<file path="config.mk">
export PLATFORM = sky130hd
export DESIGN_NAME = countdown_timer_flat
export DESIGN_NICKNAME = d
export VERILOG_FILES = /design/src/rtl/countdown_timer_if.sv /design/src/rtl/countdown_timer.sv /design/src/flat_wrapper.sv
export SDC_FILE = /design/constraint.sdc
export NUM_CORES = 1
export LEC_CHECK = 0
export BUFFER_PORTS_ARGS = -buffer_cell sky130_fd_sc_hd__buf_4
export CAP_MARGIN = 15
export CORE_MARGIN = 1
export CORE_UTILIZATION = 45
export DETAILED_ROUTE_END_ITERATION = 6
export GPL_TIMING_DRIVEN = 0
export PLACE_DENSITY = 0.73
export SLEW_MARGIN = 30
export SYNTH_ARGS = -nofsm -noshare
export SYNTH_HDL_FRONTEND = slang
export SYNTH_SLANG_ARGS = --single-unit
</file>
<file path="constraint.sdc">
create_clock -name clk -period 2.15 [get_ports clk]
set_clock_uncertainty 0.05 [all_clocks]
set_input_delay 0.1075 -clock clk [delete_from_list [all_inputs] [get_ports clk]]
set_output_delay 0.1075 -clock clk [all_outputs]
set_load 0.03 [all_outputs]
</file>
<file path="src/rtl/countdown_timer_if.sv">
// Control/status bundle for the mm:ss countdown timer.
interface countdown_timer_if;
  logic        tick;
  logic        load;
  logic        start;
  logic        stop;
  logic [15:0] preset;
  logic [15:0] digits;
  logic        running;
  logic        done;
  logic        expire;
  logic        load_err;

  modport master (
    output tick, load, start, stop, preset,
    input  digits, running, done, expire, load_err
  );

  modport slave (
    input  tick, load, start, stop, preset,
    output digits, running, done, expire, load_err
  );
endinterface

</file>
<file path="src/rtl/countdown_timer.sv">
// BCD mm:ss countdown timer with load/start/stop control and registered status.
module countdown_timer #(
  parameter int unsigned MIN_TENS_MAX = 5
) (
  input  logic              clk,
  input  logic              rst,
  countdown_timer_if.slave  tmr
);

  typedef enum logic [1:0] {IDLE, RUN, PAUSE, DONE} state_t;

  state_t      state, state_n;
  logic [15:0] digits_q, digits_n;
  logic        expire_q, expire_n;
  logic        load_err_q, load_err_n;
  logic        running_q, done_q;
  logic        preset_ok;
  logic [15:0] dec_val;

  // Range check of every preset digit against its legal maximum.
  always_comb begin
    preset_ok = (tmr.preset[3:0]   <= 4'd9) &&
                (tmr.preset[7:4]   <= 4'd5) &&
                (tmr.preset[11:8]  <= 4'd9) &&
                (tmr.preset[15:12] <= 4'(MIN_TENS_MAX));
  end

  // One-second BCD decrement; each digit wraps and borrows only when all lower digits are zero.
  always_comb begin
    dec_val = digits_q;
    if (digits_q[3:0] != 4'd0) begin
      dec_val[3:0] = digits_q[3:0] - 4'd1;
    end else begin
      dec_val[3:0] = 4'd9;
      if (digits_q[7:4] != 4'd0) begin
        dec_val[7:4] = digits_q[7:4] - 4'd1;
      end else begin
        dec_val[7:4] = 4'd5;
        if (digits_q[11:8] != 4'd0) begin
          dec_val[11:8] = digits_q[11:8] - 4'd1;
        end else begin
          dec_val[11:8]  = 4'd9;
          dec_val[15:12] = digits_q[15:12] - 4'd1;
        end
      end
    end
  end

  // Next-state and next-output decode; load has priority over start in IDLE/PAUSE.
  always_comb begin
    state_n    = state;
    digits_n   = digits_q;
    expire_n   = 1'b0;
    load_err_n = 1'b0;
    unique case (state)
      RUN: begin
        if (tmr.stop) begin
          state_n = PAUSE;
        end else if (tmr.tick) begin
          digits_n = dec_val;
          if (digits_q == 16'h0001) begin
            state_n  = DONE;
            expire_n = 1'b1;
          end
        end
      end
      IDLE, PAUSE, DONE: begin
        if (tmr.load) begin
          if (preset_ok) begin
            digits_n = tmr.preset;
            state_n  = IDLE;
          end else begin
            load_err_n = 1'b1;
          end
        end else if (tmr.start && state != DONE && digits_q != '0) begin
          state_n = RUN;
        end
      end
      default: state_n = IDLE;
    endcase
  end

  // State and output registers; status flags are registered copies of the next state.
  always_ff @(posedge clk or posedge rst) begin
    if (rst) begin
      state      <= IDLE;
      digits_q   <= '0;
      expire_q   <= 1'b0;
      load_err_q <= 1'b0;
      running_q  <= 1'b0;
      done_q     <= 1'b0;
    end else begin
      state      <= state_n;
      digits_q   <= digits_n;
      expire_q   <= expire_n;
      load_err_q <= load_err_n;
      running_q  <= (state_n == RUN);
      done_q     <= (state_n == DONE);
    end
  end

  assign tmr.digits   = digits_q;
  assign tmr.running  = running_q;
  assign tmr.done     = done_q;
  assign tmr.expire   = expire_q;
  assign tmr.load_err = load_err_q;

endmodule
</file>
<file path="src/flat_wrapper.sv">
// flat-port wrapper written by rule: the top's interface ports become plain ports
module countdown_timer_flat 
#(
  parameter int unsigned MIN_TENS_MAX = 5
)
  (clk, rst, tmr_tick, tmr_load, tmr_start, tmr_stop, tmr_preset, tmr_digits, tmr_running, tmr_done, tmr_expire, tmr_load_err);
  countdown_timer_if tmr_i ();
  input  logic clk;
  input  logic rst;
  input wire logic [$bits(tmr_i.tick)-1:0] tmr_tick;
  input wire logic [$bits(tmr_i.load)-1:0] tmr_load;
  input wire logic [$bits(tmr_i.start)-1:0] tmr_start;
  input wire logic [$bits(tmr_i.stop)-1:0] tmr_stop;
  input wire logic [$bits(tmr_i.preset)-1:0] tmr_preset;
  output wire logic [$bits(tmr_i.digits)-1:0] tmr_digits;
  output wire logic [$bits(tmr_i.running)-1:0] tmr_running;
  output wire logic [$bits(tmr_i.done)-1:0] tmr_done;
  output wire logic [$bits(tmr_i.expire)-1:0] tmr_expire;
  output wire logic [$bits(tmr_i.load_err)-1:0] tmr_load_err;
  assign tmr_i.tick = tmr_tick;
  assign tmr_i.load = tmr_load;
  assign tmr_i.start = tmr_start;
  assign tmr_i.stop = tmr_stop;
  assign tmr_i.preset = tmr_preset;
  assign tmr_digits = tmr_i.digits;
  assign tmr_running = tmr_i.running;
  assign tmr_done = tmr_i.done;
  assign tmr_expire = tmr_i.expire;
  assign tmr_load_err = tmr_i.load_err;
  countdown_timer #(.MIN_TENS_MAX(MIN_TENS_MAX)) u_core (.clk(clk), .rst(rst), .tmr(tmr_i));
endmodule
</file>
### Yosys cells after proc, flatten, opt, wreduce, memory -nomap -nowiden

Index checks and enable logic that the tools add are counted.
Widths: inputs -> output; s select.

| cells by class | value |
|---|---|
| add/sub/neg operators | 4 |
| order comparisons | 4 |
| equality and inequality tests | 14 |
| muxes and demuxes | 25 |
| reduce and logical (&&, ||, !) cells | 15 |

Operator list:

| cell | number |
|---|---|
| $mux 16 | 4 |
| $pmux 16 s2 | 1 |
| $eq 16x1->1 const B | 1 |
| $mux 4 | 4 |
| $reduce_bool 16->1 | 1 |
| $sub 4x1->4 const B | 4 |
| $ne 2x2->1 const B | 7 |
| $mux 12 | 1 |
| $mux 2 | 6 |
| $reduce_bool 4->1 | 3 |
| $le 4x3->1 const B | 2 |
| $le 4x4->1 const B | 2 |
| $mux 8 | 1 |
| $mux 1 | 7 |
| $reduce_and 7->1 | 1 |
| $eq 2x2->1 const B | 3 |
| $reduce_and 6->1 | 1 |
| $logic_and 1x1->1 | 5 |
| $reduce_and 5->1 | 1 |
| $eq 2x1->1 const B | 2 |
| $pmux 2 s2 | 1 |
| $reduce_and 4->1 | 1 |
| $reduce_or 3->1 | 1 |
| $logic_not 2->1 | 1 |
| $ne 2x1->1 const B | 1 |

| storage, ports and cells | value |
|---|---|
| register bits after elaboration | 22 |
| output and inout port bits | 20 |
| word-level logic and storage cells | 71 |

### Longest topological paths before layout

| logic depth | value |
|---|---|
| depth after elaboration | 8 |
| depth in mapped cells | 7 |
| mapped depth without buffers | 6 |

### Least setup slack after synthesis

OpenSTA, ideal clock, no wires.

| timing path | value |
|---|---|
| kind | flip-flop to flip-flop |
| start | register u_core.digits_q[4], in the netlist u_core.tmr.digits[4] |
| end | register u_core.state[1] |
| arrival time | 2,072 ps |
| slack | -37 ps |
| cell stages (with the launch flop) | 6 |
| buffers on the path | 0 |
| clock period less this slack | 2,187 ps |
| cells stage by stage | dfrtp_1 > or4_4 > or4b_4 > o31a_1 > nor2_1 > a22o_2 |

| on the way | value |
|---|---|
| longest elaborated chain between the ends | 5 |
| elaborated cells between the ends (all ways) | 9 |

Ends and longest elaborated chain:

| what | RTL line | source |
|---|---|---|
| from (decl) | countdown_timer.sv:13 | `logic [15:0] digits_q, digits_n;` |
| from (signal assigned) | countdown_timer.sv:94 | `digits_q <= digits_n;` |
| $eq 16x1->1 / $reduce_bool 16->1 (equally long branches) | countdown_timer.sv:61, countdown_timer.sv:75 |  |
| $mux 2 / $logic_and 1x1->1 (equally long branches) | countdown_timer.sv:61, countdown_timer.sv:75 |  |
| $mux 2 (on tied branches) | countdown_timer.sv:59, countdown_timer.sv:75 |  |
| $mux 2 (on tied branches) | countdown_timer.sv:57, countdown_timer.sv:68 |  |
| $pmux 2 s2 * | countdown_timer.sv:55 | `unique case (state)` |
| net u_core.state_n[1] | countdown_timer.sv:12 | `state_t state, state_n;` |
| to (signal assigned) | countdown_timer.sv:93 | `state <= state_n;` |
| to (decl) | countdown_timer.sv:12 |  |

The timed path passes the listed nets; every way through them passes the cells marked *.
A chain may end at the register's enable or synchronous reset.

### Worst setup path in the final report

| timing path | value |
|---|---|
| start | register u_core.digits_q[7], in the netlist u_core.tmr.digits[7] |
| end | register u_core.state[0] |

Same word-level chain as after synthesis.

==> impl_metrics.csv <==
group,metric,value,unit
outcome,outcome,"completed",
power_and_ir_drop,clock_power_share,0.076,
global_routing,grtUsageMet2,0.412,
clocking,clkSlewWorstSetupHoldPaths,120,ps
global_routing,grt_ovf,0,
synthesis,yosys.area.top_type,"sky130_fd_sc_hd__dfrtp_1",
clocking,clock_tree_from_tritoncts,"done",
clocking,clock_tree.root_cell,"sky130_fd_sc_hd__clkbuf_4",
synthesis,ys_ff_latch,22,
power_and_ir_drop,power.share.switching,0.498,
power_and_ir_drop,max_ir_drop_vdd,0.000799,V
synthesis,post_synth_edffs,0,
clocking,clock_insertion_delay_worst_skew,310,ps
detailed_routing,antenna_left,0,
global_routing,globalRouteMet1Util,0.336,
critical_path,timing.critical_path.required,2270,ps
synthesis,ys_async_sr_fraction,1.00,
power_and_ir_drop,power.share.sequential,0.304,
place,io_buffers,41,
synthesis,seq_total_area_yosys,0.416,
detailed_routing,routed_via_density,5.89,
synthesis,post_synth_most_frequent_cells,"sky130_fd_sc_hd__dfrtp_1, sky130_fd_sc_hd__nor2_1, sky130_fd_sc_hd__o21ai_0, sky130_fd_sc_hd__a21oi_1",
sta,setup_violating_endpoint_count_in_the_final_report,0,
synthesis,synthesis.area_per_instance,8.64,um2
power_and_ir_drop,design_power_total,2.58,mW
final_layout,num_antenna_cells,0,
global_routing,track_usage,0.248,
sta,grt_setup_unrepaired,"true",
synthesis,synth_most_common_cell,"sky130_fd_sc_hd__dfrtp_1",
synthesis,share_of_yosys_cell_area_claimed_by_the_top_area_cell_type,0.416,
floorplanning,core_area,2780,um2
floorplanning,floorplan.die_area,3160,um2
power_and_ir_drop,share_comb_of_total_power,0.620,
power_and_ir_drop,power_density_over_the_cells,1460,nW/um2
place,hpwlAfterDp,2.62,mm
run,max_cap_viols,0,
detailed_routing,routed_wl,3.55,mm
final_layout,instances_no_fill,236,
place,placed_cells,225,
critical_path,criticalPathCategory,"reg -> reg",
critical_path,critPathMaxFanout,4,
synthesis,synth.lib_cells_used.distinct,46,
sta,finalWorstPathRequiredPeriod,2130,ps
floorplanning,die_width,56.2,um
floorplanning,num_io_pins,42,
place,place_congestion,0.836,
synthesis,netlist_area_before_placement,1320,um2
global_routing,grt_first_pass_wirelength,6.15,mm
sta,timing_worst_slew_pin_value,811,ps
critical_path,setup.worst_path.start_class,"register",
global_routing,top_usage_layer,"met2",
clocking,cts-buffers-inserted,3,
global_routing,grt.met3_usage,0.0233,
floorplanning,die_h,56.2,um
synthesis,syn-instance-count,153,
sta,min_period_over_period,0.989,
place,detailed_place.area,1670,um2
detailed_routing,detail_route.wl_per_cell,15.0,um
critical_path,type_of_destination_of_the_critical_path,"register",
floorplanning,starting_density_of_the_core,0.475,
sta,final.hold.worst_slack,37.2,ps
detailed_routing,vias,1390,
detailed_routing,drt-pass1-iter-count,4,
synthesis,syn_nets,177,
global_routing,antenna_found_initial,0,
sta,maxSlewHeadroom,0.456,
sta,max_freq,0.470,GHz
clocking,clock_sink_count,22,
clocking,htree_levels,1,
floorplanning,placement_rows,19,
final_layout,post_route_cells_drive_above_1_share,0.317,
power_and_ir_drop,power.internal,1.29,mW
detailed_routing,drtIter0Drc,40,
synthesis,synth.area.top_cells,"sky130_fd_sc_hd__dfrtp_1, sky130_fd_sc_hd__o21ai_0, sky130_fd_sc_hd__a21oi_1, sky130_fd_sc_hd__nor2_1, sky130_fd_sc_hd__o31ai_1",
clocking,cts-root-to-sink-buffers,2,
synthesis,synth-warning-count,0,
global_routing,first_global_vias,1322,
detailed_routing,drc_errors,0,
sta,final_hold_viol_count,0,
synthesis,ys_dominant_reg_cell,"sky130_fd_sc_hd__dfrtp_1",
power_and_ir_drop,p_leak,0.842,nW
min_path,hold_path.class,"in -> reg",
critical_path,timing.critical_path.arrival,2250,ps
global_routing,grt_start_max_net_pins,23,
final_layout,area.growth.synth_to_final,33.7,%
final_layout,post-route-cell-area,1770,um2
final_layout,final_nets,230,
power_and_ir_drop,p_switching,1.28,mW
sta,final_max_slew_viol_count,0,
routing by layer:
layer | wire [um] | vias to the layer above
met2 | 1810 | 34
met5 | 0 | -
met3 | 124 | 4
li1 | - | 669
met1 | 1590 | 683
met4 | 22 | 0
critical path, cell delays in order, from the launching register on:
cell and delay, ps:
sky130_fd_sc_hd__dfrtp_2 450, sky130_fd_sc_hd__or4_4 550, sky130_fd_sc_hd__or4b_4 510, sky130_fd_sc_hd__o31a_1 280, sky130_fd_sc_hd__nor2_1 90, sky130_fd_sc_hd__a221oi_1 60
power by group through the flow:
stage | sequential [mW] | combinational, mW | clock, mW
after global routing | 0.809 | 1.74 | 0.224
after detailed placement | 0.812 | 1.49 | 0
after floorplan | 1.06 | 0.723 | 0
after CTS | 0.780 | 1.55 | 0.204
final | 0.782 | 1.60 | 0.197
after global placement | 0.798 | 1.46 | 0
cell type report:
cell class                      count  area, um2
Clock buffer                        4       26.3
Inverter                            7       26.3
Fill cell                         244       1010
Multi-Input combinational cell    115        714
Sequential cell                    22        553
Tap cell                           31       38.8
Timing Repair Buffer               49        375
Buffer                              8       33.8
stage by stage:
stage / utilization / worst slack [ps] / TNS, ps
final: 0.636 / 23.0 / 0
after global routing: 0.636 / -52.1 / -94.9
after CTS: 0.625 / 5.10 / 0
after detailed placement: 0.601 / -86.3 / -86.3
after global placement: 0.601 / -21.3 / -21.3
after floorplan: - / 26.7 / 0
what timing repair did:
| item | CTS | global route |
|---|---|---|
| hold endpoints to repair | 25 | 0 |
| buffers inserted | 2 | 3 |
| resized for setup | 1 | 7 |
| pin swaps | 1 | 1 |
| hold buffers | 3 | 0 |
| setup endpoints to repair | 6 | 15 |
state kept, by name, indices dropped and copies added, names as in the netlist:
name                 flops
u_core.tmr.done          1
u_core.tmr.load_err      1
u_core.state             2
u_core.tmr.running       1
u_core.tmr.expire        1
u_core.tmr.digits       16
logic make-up after synthesis:
family	count (synthesis)	share of synthesized area
AOI/OAI and AO/OA	61	0.305
and+or+nand+nor	51	0.207
DFF	22	0.416
buffers and inverters	16	0.0454
adders and majority gates	2	0.0189
muxes	1	0.00757
final timing paths:
check / slack, ps / startpoint / endpoint / cells past startpoint
setup / recovery: 20 / u_core.tmr.digits[7]$_DFFE_PP0P_ / u_core.state[0]$_DFF_PP0_ / 5
hold / removal: 40 / tmr_preset[10] / u_core.tmr.digits[10]$_DFFE_PP0P_ / 3
setup reg to reg: 20 / u_core.tmr.digits[7]$_DFFE_PP0P_ / u_core.state[0]$_DFF_PP0_ / 5
hold reg to reg: 510 / u_core.tmr.digits[7]$_DFFE_PP0P_ / u_core.tmr.digits[7]$_DFFE_PP0P_ / 1
max in group asynchronous: 1280 / rst / u_core.tmr.digits[4]$_DFFE_PP0P_ / 3
min in group asynchronous: 350 / rst / u_core.state[1]$_DFF_PP0_ / 3
cells in the final DEF (no fill, tap or decap), types with 3 or more instances in the layout:
| master | instances |
|---|---|
| sky130_fd_sc_hd__a21oi_1 | 15 |
| sky130_fd_sc_hd__nor4_1 | 3 |
| sky130_fd_sc_hd__dfrtp_1 | 20 |
| sky130_fd_sc_hd__clkbuf_4 | 3 |
| sky130_fd_sc_hd__nor3_1 | 4 |
| sky130_fd_sc_hd__o31ai_1 | 8 |
| sky130_fd_sc_hd__clkbuf_2 | 3 |
| sky130_fd_sc_hd__o21ai_0 | 15 |
| sky130_fd_sc_hd__nand2_1 | 7 |
| sky130_fd_sc_hd__buf_4 | 46 |
| sky130_fd_sc_hd__nor2_1 | 20 |
| sky130_fd_sc_hd__clkbuf_1 | 6 |
| sky130_fd_sc_hd__inv_1 | 6 |
| sky130_fd_sc_hd__dlygate4sd3_1 | 3 |
Note: power is estimated with default switching activity, not from simulation.
